`config.mk`:
```
export PLATFORM = sky130hd
export DESIGN_NAME = rolled_mult_seq
export DESIGN_NICKNAME = d
export VERILOG_FILES = /design/src/rtl/rolled_mult_seq.sv
export SDC_FILE = /design/constraint.sdc
export NUM_CORES = 1
export LEC_CHECK = 0
export ABC_AREA = 1
export CORE_ASPECT_RATIO = 1.25
export CORE_MARGIN = 3
export CORE_UTILIZATION = 28
export DETAILED_ROUTE_END_ITERATION = 8
export GPL_TIMING_DRIVEN = 0
export PLACE_DENSITY_LB_ADDON = 0.15
export SLEW_MARGIN = 5
export SYNTH_ARGS = -nofsm -noshare
export SYNTH_HDL_FRONTEND = slang
export SYNTH_SLANG_ARGS = --single-unit
```
`constraint.sdc`:
```
create_clock -name i_clk -period 2.65 [get_ports i_clk]
set_input_delay 0.265 -clock i_clk [delete_from_list [all_inputs] [get_ports i_clk]]
set_output_delay 0.265 -clock i_clk [all_outputs]
set_load 0.01 [all_outputs]
```
`src/rtl/rolled_mult_seq.sv`:
```
// Rolled shift-and-add multiplier: one adder iterated WIDTH clocks behind a valid/ready front end.
// Optional macro ROLLMUL_EARLY_TERM_EN lets RUN exit once the multiplier register has no set bits left.
//
// state | meaning
// IDLE  | waiting for an operand pair; o_ready high, accumulator holds last product
// RUN   | one shift-and-add iteration per clock; o_busy high
// DONE  | product presented on o_product with o_valid high until i_ready
module rolled_mult_seq #(
   parameter int WIDTH = 8
) (
   input  logic               i_clk,
   input  logic               i_arst_n,
   input  logic [WIDTH-1:0]   i_a,
   input  logic [WIDTH-1:0]   i_b,
   input  logic               i_valid,
   output logic               o_ready,
   output logic [2*WIDTH-1:0] o_product,
   output logic               o_valid,
   input  logic               i_ready,
   output logic               o_busy
);

   localparam int CW = $clog2(WIDTH + 1);
   localparam logic [CW-1:0] CNT_LAST = CW'(WIDTH - 1);

   typedef enum logic [1:0] {
      IDLE = 2'd0,
      RUN  = 2'd1,
      DONE = 2'd2
   } state_t;

   state_t             state;
   logic [2*WIDTH-1:0] mcand;
   logic [WIDTH-1:0]   mplier;
   logic [2*WIDTH-1:0] acc;
   logic [CW-1:0]      cnt;

   logic [WIDTH-1:0]   mplier_shift;
   logic [2*WIDTH-1:0] acc_sum;
   logic               run_last;

   assign mplier_shift = mplier >> 1;
   assign acc_sum      = acc + mcand;

`ifdef ROLLMUL_EARLY_TERM_EN
   // Once no set bits remain, further iterations cannot change the accumulator.
   assign run_last = (cnt == CNT_LAST) || (mplier_shift == '0);
`else
   assign run_last = (cnt == CNT_LAST);
`endif

   always_ff @(posedge i_clk or negedge i_arst_n) begin
      if (!i_arst_n) begin
         state  <= IDLE;
         mcand  <= '0;
         mplier <= '0;
         acc    <= '0;
         cnt    <= '0;
      end else begin
         case (state)
            IDLE: begin
               if (i_valid) begin
                  mcand  <= {{WIDTH{1'b0}}, i_a};
                  mplier <= i_b;
                  acc    <= '0;
                  cnt    <= '0;
                  state  <= RUN;
               end
            end
            RUN: begin
               if (mplier[0]) begin
                  acc <= acc_sum;
               end
               mcand  <= mcand << 1;
               mplier <= mplier_shift;
               cnt    <= cnt + 1'b1;
               if (run_last) begin
                  state <= DONE;
               end
            end
            DONE: begin
               // ready is low here, so a new pair can only be taken one edge later
               if (i_ready) begin
                  state <= IDLE;
               end
            end
            default: begin
               state <= IDLE;
            end
         endcase
      end
   end

   assign o_ready   = (state == IDLE);
   assign o_busy    = (state == RUN);
   assign o_valid   = (state == DONE);
   assign o_product = acc;

endmodule

```
# --- Yosys cells after proc, flatten, opt, wreduce, memory -nomap -nowiden ---
# Index checks and enable logic that the tools add are counted.
word_totals:
  register_bits: 46
  latchBits: 0
  ramBits: 0
  rom_bits: 0
  inputBits: 20
  output_inout_bits: 19
  wordCells: 32
  mem_count: 0
op_classes:
  add_sub_neg: 2
  mul: 0
  div_mod_pow: 0
  n_lt_le_gt_ge: 0
  n_eq_ne: 7
  shift: 0
  mux: 13
  bitwise_logic: 0
  reduce_logical: 5
op_table:
  columns: ["cell", "n"]
  rows:
  - ["16-bit one-hot mux with 2 select lines", 2]
  - ["16-bit 2-to-1 mux", 3]
  - ["16-bit adder", 1]
  - ["8-bit one-hot mux with 2 select lines", 1]
  - ["8-bit 2-to-1 mux", 1]
  - ["4-bit one-hot mux with 2 select lines", 1]
  - ["2-bit 2-to-1 mux", 3]
  - ["2-bit by 1-bit != test with 1-bit output (second input constant)", 3]
  - ["2-bit one-hot mux with 3 select lines", 1]
  - ["3-bit AND reduction", 2]
  - ["4-bit by 1-bit adder with 4-bit output (second input constant)", 1]
  - ["4-bit by 3-bit == test with 1-bit output (second input constant)", 1]
  - ["4-bit 2-to-1 mux", 1]
  - ["2-bit by 1-bit == test with 1-bit output (second input constant)", 1]
  - ["2-bit == test (second input constant)", 1]
  - ["2-bit zero test", 1]
  - ["2-bit != test (second input constant)", 1]
  - ["2-bit AND reduction", 1]
  - ["2-bit nonzero test", 1]

# --- Logic depth before layout (Yosys ltp) ---
# Gate-level depths: netlist (run 1).
depth:
  ltp_word: 3
  ltp_mapped: 11
  ltp_nobuf: 11

# --- Worst setup path before layout (run 1) ---
# No wires, ideal clock.
synth_path:
  path_kind: "reg-to-reg"
  start: "register acc[0] (netlist: o_product[0])"
  end: "register acc[12] (netlist: o_product[12])"
  setup_time_ns: 0.117
  arrival_ns: 1.537
  required_ns: 2.533
  slack_ns: 0.996
  stages_incl_launch_ff: 12
  n_path_buf: 0
  period_less_slack_ns: 1.654
  cell_sequence: "dfrtp_1 ha_1 inv_1 fa_1 inv_1 nand3_1 nand3_1 nand3_1 nand3_1 nand2_1 nand3_1 nand2_1"
synth_via:
  elab_chain_cells: 3
synth_rtl:
  columns: ["item", "line", "rtl"]
  rows:
  - ["start: declaration", "35", "logic [2*WIDTH-1:0] acc;"]
  - ["start signal: assignment", "72", "acc <= acc_sum;"]
  - ["16-bit adder", "43", "assign acc_sum = acc + mcand;"]
  - ["16-bit 2-to-1 mux", "71", "if (mplier[0]) begin"]
  - ["16-bit one-hot mux with 2 select lines", "60", "case (state)"]
# Every way passes these cells. The select of a mux whose other input is x is not followed.
# A chain may end at the register's enable or synchronous reset.

# --- Worst setup path in the final report (run 1) ---
layout_path:
  start: "register state[1]"
  end: "output o_busy"
layout_via:
  elab_chain_cells: 1
layout_rtl:
  columns: ["item", "line", "rtl"]
  rows:
  - ["start: declaration", "32", "state_t state;"]
  - ["start signal: assignment", "54", "state <= IDLE;"]
  - ["start signal: assignment", "67", "state <= RUN;"]
  - ["start signal: assignment", "78", "state <= DONE;"]
  - ["2-bit by 1-bit == test with 1-bit output", "95", "assign o_busy = (state == RUN);"]
  - ["end: declaration", "20", "output logic o_busy"]
# Every way passes these cells.

==> flow_summary.json, run 1 <==
{
  "layout_min_cycle_time_ns": 2.143,
  "intPower_mw": 2.720,
  "grt_max_degree": 30,
  "clock_sinks": 46,
  "dr.first_iter.drc_count": 88,
  "synthMuxAreaShare_pct": 0,
  "synthDistinctLibCells": 34,
  "nets": 456,
  "diodes": 0,
  "maxSlewHeadroom_pct": 69.55,
  "yosys.area_share.simple_pct": 27.07,
  "fin_hold_ws_ns": 0.4517,
  "synth_xor_area_share_pct": 0.6122,
  "antenna_left": 0,
  "yosys.area.top_type": "dfrtp_1",
  "cts_setup_buffers": 0,
  "io_pins": 39,
  "drc": 0,
  "crit_chain": "inv_2, nand2_2, inv_4, buf_2, clkdlybuf4s50_1",
  "core_region_area_sq_um": 9809,
  "rows": 40,
  "hp-class": "input pin to asynchronous set/reset pin",
  "p_comb_share_pct": 62.7,
  "syn_area_sq_um": 2861,
  "yosys-top-cells-area": "dfrtp_1 40%, nand2_1 15%, inv_1 8.1%",
  "antenna_found_initial": 0,
  "crit_fanout": 10,
  "worstSetupEndpointType": "primary output",
  "synth-adder-area-share_pct": 7.696,
  "fmax_ghz": 0.4666,
  "syn-instance-count": 372,
  "via_per_inst": 4.527,
  "grtUsageTotal_pct": 13.32,
  "synth.most_common_cell": "nand2_1",
  "seq_area_sq_um": 1151,
  "synth_fp_nets": 409,
  "path_buf_inv": 4,
  "stdcell_area_sq_um": 3561,
  "vias": 2467,
  "avgSynthCellArea_sq_um": 7.692,
  "crit_slowest_cell": "clkdlybuf4s50_1",
  "clkLatencyLatePin_ns": 0.29,
  "setup_viol": 0,
  "slowest_delay_ns": 0.59,
  "p_leak_nw": 1.794,
  "cts_tree": "built",
  "drv_cap": 0,
  "synth.top_cell.area_share_pct": 40.23,
  "synth_top_family_by_area": "simple AND/OR/NAND/NOR gates",
  "chipHeight_um": 119.0,
  "path_class": "flop to primary output",
  "arrival_ns": 1.88,
  "clockBufferDepth": 2,
  "grt_pass1_wl_mm": 11.91,
  "first_pass_iters": 4,
  "multi_input_area_sq_um": 1381,
  "period_share_pct": 80.87,
  "die_w_um": 96.42,
  "async_flop_share_pct": 100.0,
  "io_buffers": 38,
  "synth_compound_gate_area_share_pct": 12.90,
  "grt.overflow.total": 0,
  "routabilityCongestion": 0.8068,
  "cp_top_family": "buffers and inverters",
  "htreeDepth": 2,
  "dpl.hpwl_mm": 5.391,
  "syn_to_final_growth_pct": 24.44,
  "power_switching_mw": 2.397,
  "hold_viol": 0,
  "seq_power_share_pct": 25.2,
  "dieArea_sq_um": 11480,
  "ys_seq_area_share_pct": 40.23,
  "ys_ff_latch": 46,
  "synth_ff_type": "dfrtp_1",
  "final_layout_size_suffix_gt1_share_pct": 8.831,
  "powerDensity_nw_per_um2": 1437,
  "placed_area_sq_um": 3415,
  "maxSlewViolCount": 0,
  "status": "finished, final reports clean",
  "initial_core_util_pct": 29.17,
  "synth_edf_count": 0,
  "clockRootBuffer": "clkbuf_16",
  "grt_pass1_vias": 2476,
  "rsz0062_at_grt": "no",
  "clk_pin_slew_ns": 0.06,
  "power_switching_share_pct": 46.85,
  "drt_wl_total_mm": 6.892,
  "worstPathRequired_ns": 2.38,
  "total_power_mw": 5.117,
  "vdd_ir_drop_max_mv": 0.4664,
  "synth_warnings": 0,
  "tightest_slew_ns": 0.4568,
  "p_clk_share_pct": 12.1,
  "fill_cells": 1056,
  "cp-start-kind": "flop",
  "synthTopCellsByCount": "113 x nand2_1, 62 x inv_1, 46 x dfrtp_1, 20 x nand3_1, 17 x nor3_1",
  "numCtsBuffers": 5,
  "wl_per_cell_um": 12.65,
  "fin_skew_ns": 0.006267
}
layer usage:
layer	global-route usage, %	up-vias	wire length [um]
li1	-	1299	-
met1	17.33	1122	3215
met2	21.51	35	3303
met3	2.780	11	228
met4	4.825	0	144
met5	0	-	0
stage by stage:
stage	worst slack [ns]	TNS [ns]	utilization, %	instances
final	0.5069	0	36.30	545
after detailed placement	0.7846	0	34.81	537
after global routing	0.4016	0	36.30	545
after CTS	0.4735	0	36.30	545
after floorplan	0.9962	0	-	372
after global placement	-0.1324	-5.860	34.66	536
power by group through the flow:
stage          clock (mW)  combinational [mW]  sequential [mW]
6_report            0.619                3.21             1.29
5_1_grt             0.673                3.70             1.34
4_1_cts             0.647                3.25             1.30
3_5_place_dp            0                3.24             1.31
3_3_place_gp            0                3.20             1.31
2_1_floorplan           0                2.31             1.30
state kept, by name, summed over array words and instances (netlist names):
register	flops
mplier	8
cnt	4
state	2
o_product	16
mcand	16
final cells by class:
type                    instances  share of cell area (%)
clock inverters                 1                  0.2108
plain buffers                   9                   1.827
flip-flops and latches         46                   32.33
well taps                     126                   4.427
inverters                      69                   7.414
multi-input cells             248                   38.79
repair buffers                 40                   11.38
clock buffers                   6                   3.619
what timing repair did:
item                      in CTS  in global routing
hold endpoints to repair      17                  0
gates resized for setup        0                  0
hold buffers                   1                  0
final timing paths:
| path | cells past startpoint | slack (ns) | from | end |
|---|---|---|---|---|
| setup / recovery | 5 | 0.51 | state[1] | o_busy |
| hold / removal | 2 | 0.45 | i_arst_n | mplier[4] |
| setup reg to reg | 11 | 0.78 | o_product[0] | o_product[12] |
| hold reg to reg | 1 | 0.46 | cnt[3] | state[1] |
| max in group asynchronous | 3 | 1.68 | i_arst_n | o_product[12] |
| min in group i_clk | 1 | 0.46 | cnt[3] | state[1] |
kinds of logic (layout without fill, tap and decap cells):
logic type | count (synthesis) | in the layout
adders and majority gates | 17 | 17
DFF | 46 | 46
xor gates and xnor gates | 2 | 2
buffers and inverters | 78 | 125
AOI/OAI and AO/OA | 51 | 51
and+or+nand+nor | 178 | 178
placed cells by master, fill, tap and decap left out, types with 3 or more instances in the layout:
cell type        count
inv_1               62
o21ai_0              5
nand2_1            113
buf_6                3
nor3_1              17
buf_2                5
nor2_1              15
clkbuf_16            5
clkdlybuf4s50_1     37
nand2_2              3
a221oi_2             6
o22ai_1              7
inv_2                5
dfrtp_1             46
ha_1                16
o21ai_1              8
nand3_1             20
nand3b_1             3
a221oi_1             7
a21oi_1             12
No activity file was read; power rests on OpenSTA's default activity.
==> inputs of run 2 (changes only) <==
==> constraint.sdc (replaced) <==
create_clock -name i_clk -period 1.8 [get_ports i_clk]
set_input_delay 0.18 -clock i_clk [delete_from_list [all_inputs] [get_ports i_clk]]
set_output_delay 0.18 -clock i_clk [all_outputs]
set_load 0.01 [all_outputs]
==> run 2 against run 1 <==
Compared with the run above:
- final cell count did not move
- global-route usage barely moved
- largest cell class unchanged
- worst setup slack got worse by 0.41 ns
- wire length rose by 0.36%
- sequential share of layout area fell by 0.52 points
- via count rose by 0.32%
- clock-buffer cell count did not move
==> flow_summary.json, run 2 (synthesis gave the netlist of run 1 again) <==
{
  "status": "finished, final reports clean",
  "crit_slowest_cell": "dfrtp_1",
  "maxSlewViolCount": 0,
  "rsz0062_at_grt": "no",
  "p_clk_share_pct": 11.8,
  "dr.first_iter.drc_count": 82,
  "intPower_mw": 4.094,
  "vias": 2475,
  "drc": 0,
  "fmax_ghz": 0.5878,
  "path_class": "flop to flop",
  "diodes": 0,
  "critPathLaunch": "o_product[0]",
  "maxSlewHeadroom_pct": 69.41,
  "worstReg2RegStart": "o_product[0]",
  "numCtsBuffers": 5,
  "grt_pass1_vias": 2481,
  "busiest_layer": "met2",
  "drt_wl_total_mm": 6.917,
  "rr_endpoint": "o_product[12]",
  "mostFrequentLayoutCell": "nand2_1",
  "reg2reg_slack_ns": 0.1,
  "via_per_inst": 4.541,
  "drv_cap": 0,
  "cp-endpoint": "o_product[12]",
  "io_pins": 39,
  "initial_core_util_pct": 29.17,
  "clkLatencyLatePin_ns": 0.29,
  "routabilityCongestion": 0.8068,
  "grtUsageTotal_pct": 13.34,
  "hp-class": "input pin to asynchronous set/reset pin",
  "vdd_ir_drop_max_mv": 0.5926,
  "final_cell_mix": "111 x nand2_1, 62 x inv_1, 45 x dfrtp_1",
  "reg2regPathDepth": 11,
  "setup_viol": 0,
  "period_share_pct": 94.51,
  "core_region_area_sq_um": 9809,
  "fin_hold_ws_ns": 0.3672,
  "cp-start-kind": "flop",
  "wl_per_cell_um": 12.69,
  "hold_viol": 0,
  "nets": 456,
  "clockBufferDepth": 2,
  "power_switching_share_pct": 46.74,
  "chipHeight_um": 119.0,
  "grtUsageMet1_pct": 17.53,
  "slowest_delay_ns": 0.35,
  "seq_power_share_pct": 25.1,
  "post-place-ws_ns": -0.06545,
  "met3_usage_pct": 2.780,
  "p_comb_share_pct": 63.0,
  "htreeDepth": 2,
  "crit_chain": "ha_1, inv_1, fa_2, inv_1, nand3_1, nand3_2, nand3_2, nand3_1, nand2_1, nand3_1, nand2_1",
  "fill_cells": 1057,
  "grt_pass1_wl_mm": 11.92,
  "clk_pin_slew_ns": 0.06,
  "powerDensity_nw_per_um2": 2121,
  "antenna_left": 0,
  "dpl.hpwl_mm": 5.391,
  "dieArea_sq_um": 11480,
  "p_leak_nw": 1.801,
  "cp_common_cell": "nand3_1",
  "rows": 40,
  "worstSetupEndpointType": "flop",
  "finish.utilization_pct": 36.94,
  "fin_skew_ns": 0.005422,
  "syn_to_final_growth_pct": 26.63,
  "first_pass_iters": 4,
  "use_met2_pct": 21.38,
  "power_switching_mw": 3.593,
  "worst_slack_ns": 0.09881,
  "die_w_um": 96.42,
  "clock_sinks": 46,
  "cts_tree": "built",
  "grt.overflow.total": 0,
  "io_buffers": 38,
  "arrival_ns": 1.87,
  "layout_min_cycle_time_ns": 1.701,
  "grt_max_degree": 30,
  "clockRootBuffer": "clkbuf_16",
  "crit_fanout": 4,
  "tightest_slew_ns": 0.4588,
  "final_layout_size_suffix_gt1_share_pct": 10.98,
  "worstPathRequired_ns": 1.97,
  "antenna_found_initial": 0
}
[run 2: changes by cell type in the layout (fill, tap and decap cells not counted), moves of 2 or more]
| cell | previous run | this run |
|---|---|---|
| ha_1 | 16 | 13 |
| ha_4 | 0 | 3 |
| nand2_1 | 113 | 111 |
| nand2_2 | 3 | 5 |
| nand3_1 | 20 | 18 |
| nand3_2 | 0 | 2 |
[run 2: layout make-up]
cell class / instances / area [sq um] / area share (%)
clock buffers: 6 / 128.9 / 3.557
clock inverters: 1 / 7.507 / 0.2072
multi-input cells: 248 / 1436 / 39.64
well taps: 126 / 157.7 / 4.351
inverters: 69 / 269.0 / 7.424
flip-flops and latches: 46 / 1152 / 31.80
repair buffers: 41 / 411.6 / 11.36
plain buffers: 8 / 60.06 / 1.657
[run 2: worst min-delay path by stage]
stage                      to     start  slack [ns]
floorplan              cnt[0]  i_arst_n       -0.12
global placement     state[1]    cnt[3]        0.46
detailed placement  mplier[4]  i_arst_n        0.16
CTS                 mplier[4]  i_arst_n        0.38
global route        mplier[4]  i_arst_n        0.43
finish              mplier[4]  i_arst_n        0.37
[run 2: worst max-delay path: cells and delay by family (launching register included)]
kind,cells,cell delay (ns)
DFF,1,0.35
buffers and inverters,2,0.15
adders and majority gates,2,0.51
and+or+nand+nor,7,0.58
[run 2: metal layers]
metal  share of wire (%)  vias to the layer above
met4                 2.1                        0
li1                    -                     1300
met5                   0                        -
met2                  48                       38
met1                  47                     1126
met3                 3.2                       11
[run 2: stage by stage]
step                TNS [ns]  area, sq um  std cells  total power, mW
floorplan                  0         2861        372            5.309
global placement      -41.08         3400        536            6.640
detailed placement  -0.06545         3415        537            6.698
CTS                        0         3572        545            7.659
global route               0         3623        545            8.585
finish                     0         3623        545            7.687
[run 2: power groups by stage]
stage               clock [mW]  sequential [mW]  combinational [mW]
finish                   0.911             1.93                4.84
global route             0.991             2.01                5.59
CTS                      0.953             1.91                4.80
detailed placement           0             1.93                4.77
global placement             0             1.92                4.72
floorplan                    0             1.91                3.40
[run 2: timing repair]
action | 4_1_cts | 5_1_grt
hold endpoints to repair | 17 | 0
buffers inserted | 1 | 0
setup endpoints to repair | 2 | 9
hold buffers | 1 | 0
gates resized for setup | 4 | 8
